==> src/rtl/reset_sequencer.sv <==
// -----------------------------------------------------------------------------
// reset_sequencer
//
// Waits for a stable PLL lock, then releases a chain of active-low reset
// outputs one stage at a time (bit 0 first), and reports when every stage is
// out of reset. Loss of lock or a software reset request pulls every stage
// back into reset together and restarts the sequence.
//
// Parameters
//   N_STAGES     number of sequenced reset outputs (1..8)
//   LOCK_DLY     consecutive synchronized-lock cycles required before release
//   STAGE_DLY    cycles between successive stage releases
//   LOCK_TIMEOUT WAIT_LOCK cycles before timeout_o is raised (macro build only)
//
// Ports
//   clk_i         single clock
//   rst_ni        asynchronous active-low reset
//   pll_locked_i  PLL lock, asynchronous to clk_i (synchronized internally)
//   sw_rst_i      synchronous software reset request, sampled every cycle
//   rst_no        per-stage active-low resets, bit 0 released first
//   ready_o       all stages released
//   timeout_o     sticky lock-timeout flag
//
// Build option
//   RESET_SEQUENCER_TIMEOUT_EN  when defined, a timeout counter tracks time
//                               spent in WAIT_LOCK and drives timeout_o;
//                               otherwise timeout_o is tied low.
// -----------------------------------------------------------------------------
module reset_sequencer #(
    parameter int unsigned N_STAGES     = 3,
    parameter int unsigned LOCK_DLY     = 16,
    parameter int unsigned STAGE_DLY    = 8,
    parameter int unsigned LOCK_TIMEOUT = 1024
) (
    input  logic                clk_i,
    input  logic                rst_ni,
    input  logic                pll_locked_i,
    input  logic                sw_rst_i,
    output logic [N_STAGES-1:0] rst_no,
    output logic                ready_o,
    output logic                timeout_o
);

    // One counter width covers every delay so no counter can wrap.
    localparam int unsigned MAX_LS  = (LOCK_DLY > STAGE_DLY) ? LOCK_DLY : STAGE_DLY;
    localparam int unsigned MAX_DLY = (MAX_LS > LOCK_TIMEOUT) ? MAX_LS : LOCK_TIMEOUT;
    localparam int unsigned CNT_W   = $clog2(MAX_DLY + 1);
    localparam int unsigned IDX_W   = (N_STAGES > 1) ? $clog2(N_STAGES) : 1;

    localparam logic [CNT_W-1:0] LOCK_LAST  = CNT_W'(LOCK_DLY - 1);
    localparam logic [CNT_W-1:0] STAGE_LAST = CNT_W'(STAGE_DLY - 1);
    localparam logic [IDX_W-1:0] IDX_LAST   = IDX_W'(N_STAGES - 1);

    typedef enum logic [1:0] {
        WAIT_LOCK = 2'd0,
        RELEASE   = 2'd1,
        RUN       = 2'd2
    } state_e;

    state_e              state_q, state_d;
    logic [1:0]          sync_q;
    logic                lock_s;
    logic                abort;
    logic                lock_done;
    logic                stage_tick;

    logic [CNT_W-1:0]    cnt_q, cnt_d;
    logic [IDX_W-1:0]    idx_q, idx_d;
    logic [N_STAGES-1:0] rst_q, rst_d;
    logic                ready_q, ready_d;

    // -------------------------------------------------------------------------
    // Two-flop lock synchronizer
    // -------------------------------------------------------------------------
    always_ff @(posedge clk_i or negedge rst_ni) begin
        if (!rst_ni) begin
            sync_q <= '0;
        end else begin
            sync_q <= {sync_q[0], pll_locked_i};
        end
    end

    assign lock_s = sync_q[1];

    // Lock loss and software reset are the same abort condition.
    assign abort      = !lock_s || sw_rst_i;
    assign lock_done  = !abort && (cnt_q == LOCK_LAST);
    assign stage_tick = (cnt_q == STAGE_LAST);

    // -------------------------------------------------------------------------
    // FSM: state register
    // -------------------------------------------------------------------------
    always_ff @(posedge clk_i or negedge rst_ni) begin
        if (!rst_ni) begin
            state_q <= WAIT_LOCK;
        end else begin
            state_q <= state_d;
        end
    end

    // -------------------------------------------------------------------------
    // FSM: next-state logic
    // -------------------------------------------------------------------------
    always_comb begin
        state_d = state_q;
        unique case (state_q)
            WAIT_LOCK: begin
                if (lock_done) begin
                    state_d = RELEASE;
                end
            end
            RELEASE: begin
                if (abort) begin
                    state_d = WAIT_LOCK;
                end else if (stage_tick && (idx_q == IDX_LAST)) begin
                    // RUN is entered on the same edge the last stage releases.
                    state_d = RUN;
                end
            end
            RUN: begin
                if (abort) begin
                    state_d = WAIT_LOCK;
                end
            end
            default: state_d = WAIT_LOCK;
        endcase
    end

    // -------------------------------------------------------------------------
    // FSM: output / datapath next values
    // -------------------------------------------------------------------------
    always_comb begin
        cnt_d   = cnt_q;
        idx_d   = idx_q;
        rst_d   = rst_q;
        ready_d = 1'b0;
        unique case (state_q)
            WAIT_LOCK: begin
                rst_d = '0;
                idx_d = '0;
                if (abort || lock_done) begin
                    cnt_d = '0;
                end else begin
                    cnt_d = cnt_q + 1'b1;
                end
            end
            RELEASE: begin
                if (abort) begin
                    cnt_d = '0;
                    idx_d = '0;
                    rst_d = '0;
                end else if (stage_tick) begin
                    cnt_d = '0;
                    // Shifting a 1 in from the bottom releases stages in
                    // index order and never drops an already released one.
                    rst_d = N_STAGES'({rst_q, 1'b1});
                    if (idx_q != IDX_LAST) begin
                        idx_d = idx_q + 1'b1;
                    end
                end else begin
                    cnt_d = cnt_q + 1'b1;
                end
            end
            RUN: begin
                if (abort) begin
                    cnt_d = '0;
                    idx_d = '0;
                    rst_d = '0;
                end else begin
                    ready_d = 1'b1;
                end
            end
            default: begin
                cnt_d = '0;
                idx_d = '0;
                rst_d = '0;
            end
        endcase
    end

    always_ff @(posedge clk_i or negedge rst_ni) begin
        if (!rst_ni) begin
            cnt_q   <= '0;
            idx_q   <= '0;
            rst_q   <= '0;
            ready_q <= 1'b0;
        end else begin
            cnt_q   <= cnt_d;
            idx_q   <= idx_d;
            rst_q   <= rst_d;
            ready_q <= ready_d;
        end
    end

    assign rst_no  = rst_q;
    assign ready_o = ready_q;

    // -------------------------------------------------------------------------
    // Optional lock timeout: observes the FSM, never influences it.
    // -------------------------------------------------------------------------
`ifdef RESET_SEQUENCER_TIMEOUT_EN
    localparam logic [CNT_W-1:0] TO_LAST = CNT_W'(LOCK_TIMEOUT - 1);
    localparam logic [CNT_W-1:0] TO_MAX  = CNT_W'(LOCK_TIMEOUT);

    logic [CNT_W-1:0] tcnt_q;
    logic             timeout_q;

    always_ff @(posedge clk_i or negedge rst_ni) begin
        if (!rst_ni) begin
            tcnt_q    <= '0;
            timeout_q <= 1'b0;
        end else if (state_q == WAIT_LOCK) begin
            if (state_d == RELEASE) begin
                tcnt_q    <= '0;
                timeout_q <= 1'b0;
            end else if (tcnt_q != TO_MAX) begin
                // Saturates at LOCK_TIMEOUT; the flag stays set until release.
                tcnt_q <= tcnt_q + 1'b1;
                if (tcnt_q == TO_LAST) begin
                    timeout_q <= 1'b1;
                end
            end
        end
    end

    assign timeout_o = timeout_q;
`else
    assign timeout_o = 1'b0;
`endif

endmodule

==> config.mk <==
export PLATFORM = sky130hd
export DESIGN_NAME = reset_sequencer
export DESIGN_NICKNAME = d
export VERILOG_FILES = /design/src/rtl/reset_sequencer.sv
export SDC_FILE = /design/constraint.sdc
export NUM_CORES = 1
export LEC_CHECK = 0
export BUFFER_PORTS_ARGS = -buffer_cell sky130_fd_sc_hd__buf_2
export CORE_MARGIN = 2
export CORE_UTILIZATION = 51
export CTS_CLUSTER_SIZE = 20
export DETAILED_ROUTE_END_ITERATION = 6
export GPL_TIMING_DRIVEN = 0
export PLACE_DENSITY = 0.74
export SYNTH_ARGS = -nofsm -noshare
export SYNTH_HDL_FRONTEND = slang
export SYNTH_SLANG_ARGS = --single-unit
==> constraint.sdc <==
create_clock -name clk_i -period 1.85 [get_ports clk_i]
set_input_delay 0.37 -clock clk_i [delete_from_list [all_inputs] [get_ports clk_i]]
set_output_delay 0.37 -clock clk_i [all_outputs]
set_load 0.005 [all_outputs]
==> run_results.csv <==
group,metric,value,unit
outcome,status,"complete, but fails checks",
outcome,violations,"setup timing",
timing,setup_slack,-47.3,ps
timing,final.min_clock_period,1900,ps
synthesis,async_flop_share,1.00,
pwr,vdd_drop_max,564,uV
pwr,finalPower,741,uW
placement,hpwl,1.50,mm
pwr,p_int,569,uW
synthesis,ys_seq_area_frac,0.478,
die,fp-row-count,16,
drt,drt.antenna.violating_nets,0,
worst_setup_path,path_max_fanout,7,
final_layout,nNetsFinal,145,
synthesis,synth_area,1100,sq um
final_layout,syn_to_final_growth,24.3,%
pwr,seqPwrFrac,0.632,
synthesis,netlist_instances,109,
die,num_io_pins,9,
final_layout,drive_above_1_share,0.321,
synthesis,synth.distinct_cells,41,
synthesis,synth_area_leaders,"dfrtp_1 (48%), nand3_1 (5.9%), nand2_1 (4.4%), ha_1 (3.4%), a22o_1 (2.4%)",
timing,post-route-period-util,1.03,
final_layout,layout_commonest_cell,"dfrtp_1",
synthesis,synth_top_area_share,0.478,
global_route,grt_pass1_vias,966,
pwr,p_leak,0.000652,uW
synthesis,ys.flop_type,"dfrtp_1",
clocking,clock_latency,310,ps
worst_setup_path,path_cells,"or4_4 -> a211o_1 -> buf_6 -> and2_4 -> mux2_2",
drt,dr.first_iter.drc_count,29,
drt,routed-via-count,1009,
synthesis,synth_edf_count,0,
drt,dr_wl_met3,91,um
worst_setup_path,critical_path_buf_inv_count,1,
worst_setup_path,required,2060,ps
final_layout,insertedDiodeCount,0,
worst_setup_path,end_kind,"register",
timing,fmax,527,MHz
worst_setup_path,crit_arrival,2110,ps
die,fp.coreArea,2000,sq um
final_layout,layout.cells.non_filler,164,
final_layout,layout_common_cells,"dfrtp_1 (19), buf_4 (17), nand3_1 (13), nand2_1 (13), buf_2 (8)",
pwr,powerDensity,542,nW/um^2
global_route,grt_pass1_wl,4.30,mm
timing,finalClockSkew,2.57,ps
hold_path,min_path_type,"primary input to register",
clocking,worst_setup_hold_path_clk_slew,110,ps
synthesis,synth-seq-cells,21,
timing,setup_violations,5,
timing,rsz0062_at_grt,"true",
clocking,clockBufferDepth,2,
timing,final.setup.tns,-191,ps
timing,timing.hold.ws,156,ps
die,dieArea,2540,sq um
global_route,grt_usage,0.230,
clocking,htreeDepth,1,
clocking,cts-root-buf,"clkbuf_4",
synthesis,synthesis.nets,116,
pwr,comb_power_share,0.063,
die,fp.dieH,50.4,um
worst_setup_path,slowest_delay,570,ps
worst_setup_path,crit_slowest_cell,"or4_4",
drt,wl_met1,1.15,mm
worst_setup_path,crit_family,"simple AND/OR/NAND/NOR gates",
die,start_util,0.549,
placement,place.gp.congestion,0.777,
pwr,switching_share,0.233,
timing,final_hold_viol_count,0,
timing,finalMaxSlewViolations,0,
clocking,numCtsBuffers,3,
drt,met2_wirelength,1.31,mm
worst_setup_path,worstSetupPathType,"register to register",
drt,drtPass1Iterations,4,
pwr,p_sw,173,uW
global_route,grt_antenna_before_repair,0,
worst_setup_path,start_kind,"register",
synthesis,yosys.area.top_type,"dfrtp_1",
drt,wl_per_cell,16.0,um
die,die_x,50.4,um
synthesis,syn_avg_cell_area,10.1,sq um
drt,viasPerCell,6.15,
pwr,pwr-share-clk,0.305,
synthesis,yosys_warnings,0,
run,cap_violations,0,
global_route,grt_max_degree,22,
drt,finalWirelength,2.62,mm
clocking,cts_sinks,21,
drt,highest_layer,"met4",
placement,place_inst,143,
placement,io_buffers,7,
global_route,grt_overflow,0,
drt,route.detailed.drc,0,
clocking,cts_tree,"done",
-- worst register-to-register path: cells and delay by family (launching register included) --
family | cells | cell delay (ps)
multiplexers | 1 | 250
flip-flops | 1 | 420
AO/OA/AOI/OAI | 1 | 260
buffers and inverters | 1 | 140
AND/OR/NAND/NOR | 2 | 730
-- synth_stat cells, types with 2 or more instances --
master / n
inv_1: 4
dfrtp_1: 21
nor2_1: 3
o22ai_1: 2
nand4b_1: 2
nand2_1: 13
a22o_1: 3
a21o_1: 2
nand3_1: 13
a31o_1: 2
ha_1: 3
nor4_1: 2
o2111ai_1: 2
or4b_2: 2
o211ai_1: 2
nor3_1: 2
clkbuf_1: 3
nand4_1: 2
a31oi_1: 2
or3_1: 3
-- metrics by stage --
stage                      util  area [sq um]  setup WS, ps
after floorplan               -          1100         -6.86
after global placement    0.584          1170         -77.8
after detailed placement  0.584          1170         -94.0
after CTS                 0.636          1270         -38.8
after global routing      0.683          1370          -107
final                     0.683          1370         -47.3
-- metal layers --
metal | global-route usage | vias up
li1 | - | 466
met2 | 0.360 | 33
met5 | 0 | -
met1 | 0.293 | 504
met4 | 0.153 | 0
met3 | 0.0387 | 6
-- registers in the layout, indices dropped and copies added (netlist names) --
name	cells
rst_no	3
state_q	2
ready_o	1
cnt_q	11
sync_q	2
idx_q	2
-- logic make-up after synthesis --
group,after synthesis,share of synthesized area
and+or+nand+nor,52,0.274
adders and majority gates,3,0.0341
other,1,0.00341
muxes,2,0.0193
DFF,21,0.478
AOI/OAI and AO/OA,20,0.146
buffers and inverters,10,0.0455
-- worst paths after layout --
path	startpoint	endpoint	slack (ps)	cells after the start
setup / recovery	cnt_q[6]	cnt_q[0]	-50	5
hold / removal	pll_locked_i	sync_q[0]	160	1
setup reg to reg	cnt_q[6]	cnt_q[0]	-50	5
hold reg to reg	sync_q[0]	sync_q[1]	370	0
max in group asynchronous	rst_ni	cnt_q[1]	960	2
min in group asynchronous	rst_ni	rst_no[1]	550	2
-- power by group through the flow --
stage | Sequential (uW) | Combinational [uW] | Clock, uW
2_1_floorplan | 475 | 16.5 | 0
3_3_place_gp | 476 | 32.2 | 0
3_5_place_dp | 476 | 33.0 | 0
4_1_cts | 466 | 42.6 | 236
5_1_grt | 469 | 52.5 | 255
6_report | 469 | 47.0 | 226
-- cell type report --
cell class | instances | area, sq um
clock buffers | 4 | 26.3
multi-input cells | 78 | 563
fillers | 161 | 634
well taps | 27 | 33.8
flip-flops and latches | 21 | 528
repair buffers | 24 | 165
inverters | 4 | 15.0
plain buffers | 6 | 36.3
-- repair_timing --
item,CTS,global route
pin swaps,1,9
hold buffers,1,0
resized for setup,4,8
cloned,0,0
endpoints found under the setup margin,10,17
buffers inserted,8,8
endpoints found under the hold margin,21,0
Power figures use the tool's default switching activity.
